<file path="config.mk">
export PLATFORM = sky130hd
export DESIGN_NAME = mem_access_unit
export DESIGN_NICKNAME = d
export VERILOG_FILES = /design/src/rtl/mem_access_pkg.sv /design/src/rtl/mem_load_extend.sv /design/src/rtl/mem_access_unit.sv
export SDC_FILE = /design/constraint.sdc
export NUM_CORES = 1
export LEC_CHECK = 0
export CORE_ASPECT_RATIO = 1.5
export CORE_UTILIZATION = 50
export DETAILED_ROUTE_END_ITERATION = 7
export PLACE_DENSITY = 0.91
export SYNTH_ARGS = -nofsm -noshare
export SYNTH_HDL_FRONTEND = slang
export SYNTH_HIERARCHICAL = 1
export SYNTH_SLANG_ARGS = --single-unit
</file>
<file path="constraint.sdc">
create_clock -name clk_i -period 4.5 [get_ports clk_i]
set_clock_uncertainty 0.2 [all_clocks]
set_input_delay 1.35 -clock clk_i [delete_from_list [all_inputs] [get_ports clk_i]]
set_output_delay 1.35 -clock clk_i [all_outputs]
set_load 0.01 [all_outputs]
</file>
<file path="src/rtl/mem_access_pkg.sv">
// rtl/mem_access_pkg.sv - shared encodings, FSM states and size helpers for the MEM-stage access unit
package mem_access_pkg;

    localparam logic [1:0] SZ_BYTE = 2'd0;
    localparam logic [1:0] SZ_HALF = 2'd1;
    localparam logic [1:0] SZ_WORD = 2'd2;
    localparam logic [1:0] SZ_RSVD = 2'd3;

    typedef enum logic [1:0] {
        ST_IDLE = 2'd0,
        ST_XFER = 2'd1,
        ST_DONE = 2'd2
    } state_e;

    function automatic logic [2:0] byte_count(input logic [1:0] size);
        case (size)
            SZ_BYTE: byte_count = 3'd1;
            SZ_HALF: byte_count = 3'd2;
            default: byte_count = 3'd4;
        endcase
    endfunction

    // Reserved size is rejected outright, whatever the address.
    function automatic logic is_misaligned(input logic [1:0] size, input logic [1:0] addr_lo);
        case (size)
            SZ_BYTE: is_misaligned = 1'b0;
            SZ_HALF: is_misaligned = addr_lo[0];
            SZ_WORD: is_misaligned = (addr_lo != 2'b00);
            default: is_misaligned = 1'b1;
        endcase
    endfunction

endpackage

</file>
<file path="src/rtl/mem_load_extend.sv">
// rtl/mem_load_extend.sv - sign/zero extension of assembled little-endian load lanes
module mem_load_extend
    import mem_access_pkg::*;
(
    input  logic [1:0]  size_i,
    input  logic        unsigned_i,
    input  logic [31:0] raw_i,
    output logic [31:0] data_o
);

    always_comb begin
        data_o = raw_i;
        case (size_i)
            SZ_BYTE: data_o = {{24{~unsigned_i & raw_i[7]}}, raw_i[7:0]};
            SZ_HALF: data_o = {{16{~unsigned_i & raw_i[15]}}, raw_i[15:0]};
            default: data_o = raw_i;
        endcase
    end

endmodule

</file>
<file path="src/rtl/mem_access_unit.sv">
// rtl/mem_access_unit.sv - splits one load/store into byte transfers over a req/ack memory port
module mem_access_unit
    import mem_access_pkg::*;
#(
    parameter int ADDR_W = 5
) (
    input  logic              clk_i,
    input  logic              rst_i,
    input  logic [31:0]       exmem_alu_i,
    input  logic [31:0]       exmem_mux7_i,
    input  logic              exmem_m_MW_i,
    input  logic              exmem_m_MR_i,
    input  logic [1:0]        exmem_size_i,
    input  logic              exmem_unsigned_i,
    output logic              stall_o,
    output logic [31:0]       load_data_o,
    output logic              load_valid_o,
    output logic              misaligned_o,
    output logic              mem_req_o,
    output logic              mem_we_o,
    output logic [ADDR_W-1:0] mem_addr_o,
    output logic [7:0]        mem_wdata_o,
    input  logic [7:0]        mem_rdata_i,
    input  logic              mem_ack_i
);

    state_e            state_q, state_d;
    logic [ADDR_W-1:0] addr_q, addr_d;
    logic [31:0]       wdata_q, wdata_d;
    logic [31:0]       lanes_q, lanes_d;
    logic [31:0]       load_q, load_d;
    logic [1:0]        size_q, size_d;
    logic              uns_q, uns_d;
    logic              we_q, we_d;
    logic [2:0]        cnt_q, cnt_d;

    logic              req_present;
    logic              reject;
    logic              accept;
    logic              xfer_ack;
    logic              last_byte;
    logic [31:0]       ext_data;
    logic [7:0]        wr_byte;
    logic              unused_addr_hi;

    assign unused_addr_hi = ^exmem_alu_i[31:ADDR_W];

    // A simultaneous MW and MR is treated as a store.
    assign req_present = exmem_m_MW_i | exmem_m_MR_i;
    assign reject      = req_present & is_misaligned(exmem_size_i, exmem_alu_i[1:0]);
    assign accept      = (state_q == ST_IDLE) & req_present & ~reject;
    assign xfer_ack    = (state_q == ST_XFER) & mem_ack_i;
    assign last_byte   = ((cnt_q + 3'd1) == byte_count(size_q));
    assign wr_byte     = wdata_q[{cnt_q[1:0], 3'b000} +: 8];

    mem_load_extend u_extend (
        .size_i     (size_q),
        .unsigned_i (uns_q),
        .raw_i      (lanes_d),
        .data_o     (ext_data)
    );

    always_ff @(posedge clk_i) begin
        if (rst_i) begin
            state_q <= ST_IDLE;
        end else begin
            state_q <= state_d;
        end
    end

    always_comb begin
        state_d = state_q;
        case (state_q)
            ST_IDLE: if (accept) state_d = ST_XFER;
            ST_XFER: if (mem_ack_i && last_byte) state_d = ST_DONE;
            ST_DONE: state_d = ST_IDLE;
            default: state_d = ST_IDLE;
        endcase
    end

    always_comb begin
        stall_o      = 1'b0;
        misaligned_o = 1'b0;
        mem_req_o    = 1'b0;
        mem_we_o     = 1'b0;
        load_valid_o = 1'b0;
        mem_addr_o   = '0;
        mem_wdata_o  = 8'h00;
        case (state_q)
            ST_IDLE: begin
                stall_o      = accept;
                misaligned_o = reject;
            end
            ST_XFER: begin
                stall_o     = 1'b1;
                mem_req_o   = 1'b1;
                mem_we_o    = we_q;
                mem_addr_o  = addr_q + ADDR_W'(cnt_q);
                mem_wdata_o = wr_byte;
            end
            ST_DONE: load_valid_o = ~we_q;
            default: ;
        endcase
    end

    assign load_data_o = load_q;

    // Raw lanes including the byte arriving this cycle, so the final ack can extend in one step.
    always_comb begin
        lanes_d = lanes_q;
        if (accept) begin
            lanes_d = '0;
        end else if (xfer_ack && !we_q) begin
            lanes_d[{cnt_q[1:0], 3'b000} +: 8] = mem_rdata_i;
        end
    end

    always_comb begin
        addr_d  = addr_q;
        wdata_d = wdata_q;
        size_d  = size_q;
        uns_d   = uns_q;
        we_d    = we_q;
        cnt_d   = cnt_q;
        load_d  = load_q;
        if (accept) begin
            addr_d  = exmem_alu_i[ADDR_W-1:0];
            wdata_d = exmem_mux7_i;
            size_d  = exmem_size_i;
            uns_d   = exmem_unsigned_i;
            we_d    = exmem_m_MW_i;
            cnt_d   = 3'd0;
        end else if (xfer_ack) begin
            cnt_d = cnt_q + 3'd1;
            if (!we_q && last_byte) begin
                load_d = ext_data;
            end
        end
    end

    always_ff @(posedge clk_i) begin
        if (rst_i) begin
            addr_q  <= '0;
            wdata_q <= '0;
            lanes_q <= '0;
            load_q  <= '0;
            size_q  <= SZ_BYTE;
            uns_q   <= 1'b0;
            we_q    <= 1'b0;
            cnt_q   <= 3'd0;
        end else begin
            addr_q  <= addr_d;
            wdata_q <= wdata_d;
            lanes_q <= lanes_d;
            load_q  <= load_d;
            size_q  <= size_d;
            uns_q   <= uns_d;
            we_q    <= we_d;
            cnt_q   <= cnt_d;
        end
    end

endmodule
</file>
==> impl_metrics.csv <==
group,metric,value,unit
run_status,status,"completed",
routing,detail-route-antenna-nets,0,
floorplan,die-area,12040,um2
worst_setup_path,cp.arrival,2880,ps
synthesis,ys_top_cells_by_area,"dfxtp_1, nand2_1, a41oi_2, o2111ai_1, nor2_1",
global_route,grt.total_usage,23.47,%
worst_setup_path,endpoint_kind,"output pin",
final_layout,final_area,7041,um2
pwr,pwr-share-seq,48.0,%
sta,period_share,98.47,%
floorplan,die_w,89.94,um
final_layout,seq_area,2202,um2
floorplan,core_area,11170,um2
pwr,power_frac_comb,16.1,%
synthesis,synth_nets,768,
final_layout,final_cells,886,
global_route,grt_max_degree,44,
routing,vias_per_cell,5.792,
synthesis,async_flop_share,0,%
min_path,hold_class,"register to register",
pwr,clkPwrFrac,36.0,%
final_layout,nNetsFinal,824,
cts,cts_buffers,9,
cts,cts_tree,"done",
synthesis,synth_most_common_cell,"nand2_1",
sta,maxSlewHeadroom,27.59,%
routing,drc,0,
sta,setup_violations,0,
synthesis,synth_edf_count,0,
placement,pre_cts_ws,-112.4,ps
pwr,p_leak,2.750,nW
min_path,min_from,"wdata_q[18]",
pwr,p_int,0.001567,W
cts,clk_path_buf_depth,2,
pwr,net-switching-power,0.0005775,W
sta,finalHoldViolCount,0,
placement,numPortBuffers,102,
synthesis,seq_area_frac_synth,37.97,%
synthesis,syn_avg_cell_area,8.554,um2
worst_setup_path,critPathMaxFanout,3,
synthesis,ys.flop_type,"dfxtp_1",
floorplan,start_util,51.90,%
placement,dpl_cell_area,6746,um2
cts,holdBufCountCts,0,
cts,root_buffer,"clkbuf_16",
placement,place_inst,870,
routing,drt_iter0_drc,438,
final_layout,n_antenna_cell,0,
global_route,antenna_found_initial,0,
routing,wl,14010,um
cts,clk_pin_slew_worst_paths,60,ps
final_layout,nFillCells,911,
sta,max_freq,225.7,MHz
pwr,power_density,304.6,nW/um2
final_layout,multi_input_area,3186,um2
final_layout,drive_gt1_share,11.10,%
synthesis,synth_warnings,6,
worst_setup_path,criticalPathCategory,"primary input to output pin",
synthesis,yosys-top-cells-count,"nand2_1, dfxtp_1, nor2_1, a21oi_1, and3_1",
floorplan,io_pins,130,
synthesis,synth_cell_types,50,
worst_setup_path,worst_r2r_startpoint,"cnt_q[0]",
sta,layout_min_cycle_time,4431,ps
global_route,grt_overflow,0,
floorplan,dieHeight,133.9,um
cts,clock_latency,350,ps
routing,dr.pass1.iters,6,
worst_setup_path,startpoint,"exmem_alu_i[1]",
final_layout,areaGrowthSynthToFinish,21.40,%
placement,gp_congestion,0.8504,
global_route,grt_pass1_wl,23000,um
synthesis,synth_top_area_cell,"dfxtp_1",
pwr,ir_drop,207.2,uV
floorplan,rows,47,
synthesis,yosys_register_bits,110,
routing,vias,5132,
worst_setup_path,start_kind,"primary input",
worst_setup_path,required,2950,ps
synthesis,synthesis.area,5799,um2
routing,wl_per_cell,15.82,um
cts,clock_sink_count,110,
synthesis,synth_cells,678,
synthesis,synth.top_cell.area_share,37.97,%
cts,h-tree-depth,3,
placement,dp_hpwl,9967,um
sta,worst_slew_pin_slew,1086,ps
sta,finalMaxSlewViolations,0,
run,maxCapViolations,0,
global_route,grt_pass1_vias,4844,
cts,post_cts_buffers,0,
sta,finalWorstSetupSlack,69.07,ps
pwr,swShare,26.93,%
[power groups by stage]
stage / Sequential [W] / Combinational [W] / Clock [W]
floorplan: 0.00104 / 0.000244 / 0
global placement: 0.00105 / 0.000329 / 0
detailed placement: 0.00105 / 0.000341 / 0
CTS: 0.00103 / 0.000342 / 0.000784
global route: 0.00103 / 0.000374 / 0.000827
finish: 0.00103 / 0.000344 / 0.000772
[cell type report]
type / count / area share [%]
sequential: 110 / 31.28
clock inverter: 4 / 0.6753
timing repair buffer: 120 / 16.62
inverter: 4 / 0.2133
tap: 147 / 2.612
multi-input combinational: 489 / 45.25
clock buffer: 12 / 3.359
[kinds of logic after synthesis]
logic type,count (synthesis),share of synthesized area (%)
AND/OR/NAND/NOR,290,22.65
AO/OA/AOI/OAI,173,25.22
flip-flops,110,37.97
buffers and inverters,79,7.443
multiplexers,10,3.517
adder cells (fa/ha/maj),10,2.287
XOR/XNOR,6,0.9063
[critical path: stages]
cell and delay (ps):
clkdlybuf4s50_1 460, nor3_2 260, o221ai_2 150, nand2_1 110, clkdlybuf4s50_1 550
[per-stage QoR]
step	hold slack, ps	total power [W]	utilization [%]	TNS (ps)
final	250.9	0.002144	63.01	0
after global routing	272.1	0.002233	63.01	-1.885
after CTS	252.5	0.002153	62.96	0
after detailed placement	243.5	0.001391	60.38	-134.5
after global placement	238.6	0.001376	60.38	0
after floorplan	233.1	0.001289	-	0
[worst paths after layout]
check / endpoint / slack [ps] / cells past startpoint
worst max-delay path: stall_o / 70 / 5
worst min register to register: wdata_q[18] / 250 / 2
worst max register to register: load_data_o[31] / 1210 / 11
worst min-delay path: wdata_q[18] / 250 / 2
[registers in the layout, indices dropped and copies added, names as in the netlist]
signal,cells
load_data_o,32
cnt_q,3
addr_q,5
size_q,2
state_q,2
lanes_q,32
we_q,1
uns_q,1
wdata_q,32
[cell usage in the layout, fill, tap and decap left out, types with 2 or more instances in the layout]
cell | Yosys | final
nand2_1 | 143 | 143
dfxtp_1 | 110 | 110
clkdlybuf4s50_1 | 0 | 100
nor2_1 | 72 | 72
a21oi_1 | 43 | 42
and3_1 | 37 | 37
o2111ai_1 | 32 | 32
a41oi_2 | 29 | 29
o21ai_0 | 25 | 25
a22oi_1 | 24 | 24
buf_4 | 9 | 17
and2_1 | 11 | 11
ha_1 | 9 | 9
clkbuf_16 | 0 | 9
mux4_2 | 8 | 8
nand4_1 | 8 | 8
a21boi_0 | 8 | 8
inv_1 | 3 | 3
xor2_1 | 3 | 3
xnor2_1 | 3 | 3
a41oi_1 | 3 | 3
clkbuf_1 | 35 | 3
nand2b_1 | 2 | 2
nand3_1 | 3 | 2
clkinv_2 | 0 | 2
[metal layers]
layer / track usage, % / wire (um) / part of all wire [%]
met1: 26.84 / 5600 / 40
met2: 42.65 / 7356 / 52
met3: 3.401 / 599 / 4.3
met4: 11.56 / 457 / 3.3
met5: 0 / 0 / 0
[repair_timing]
item | CTS | global route
pin swaps | 0 | 2
gates resized for setup | 2 | 2
endpoints found under the setup margin | 2 | 1
No activity file was read; power rests on OpenSTA's default activity.
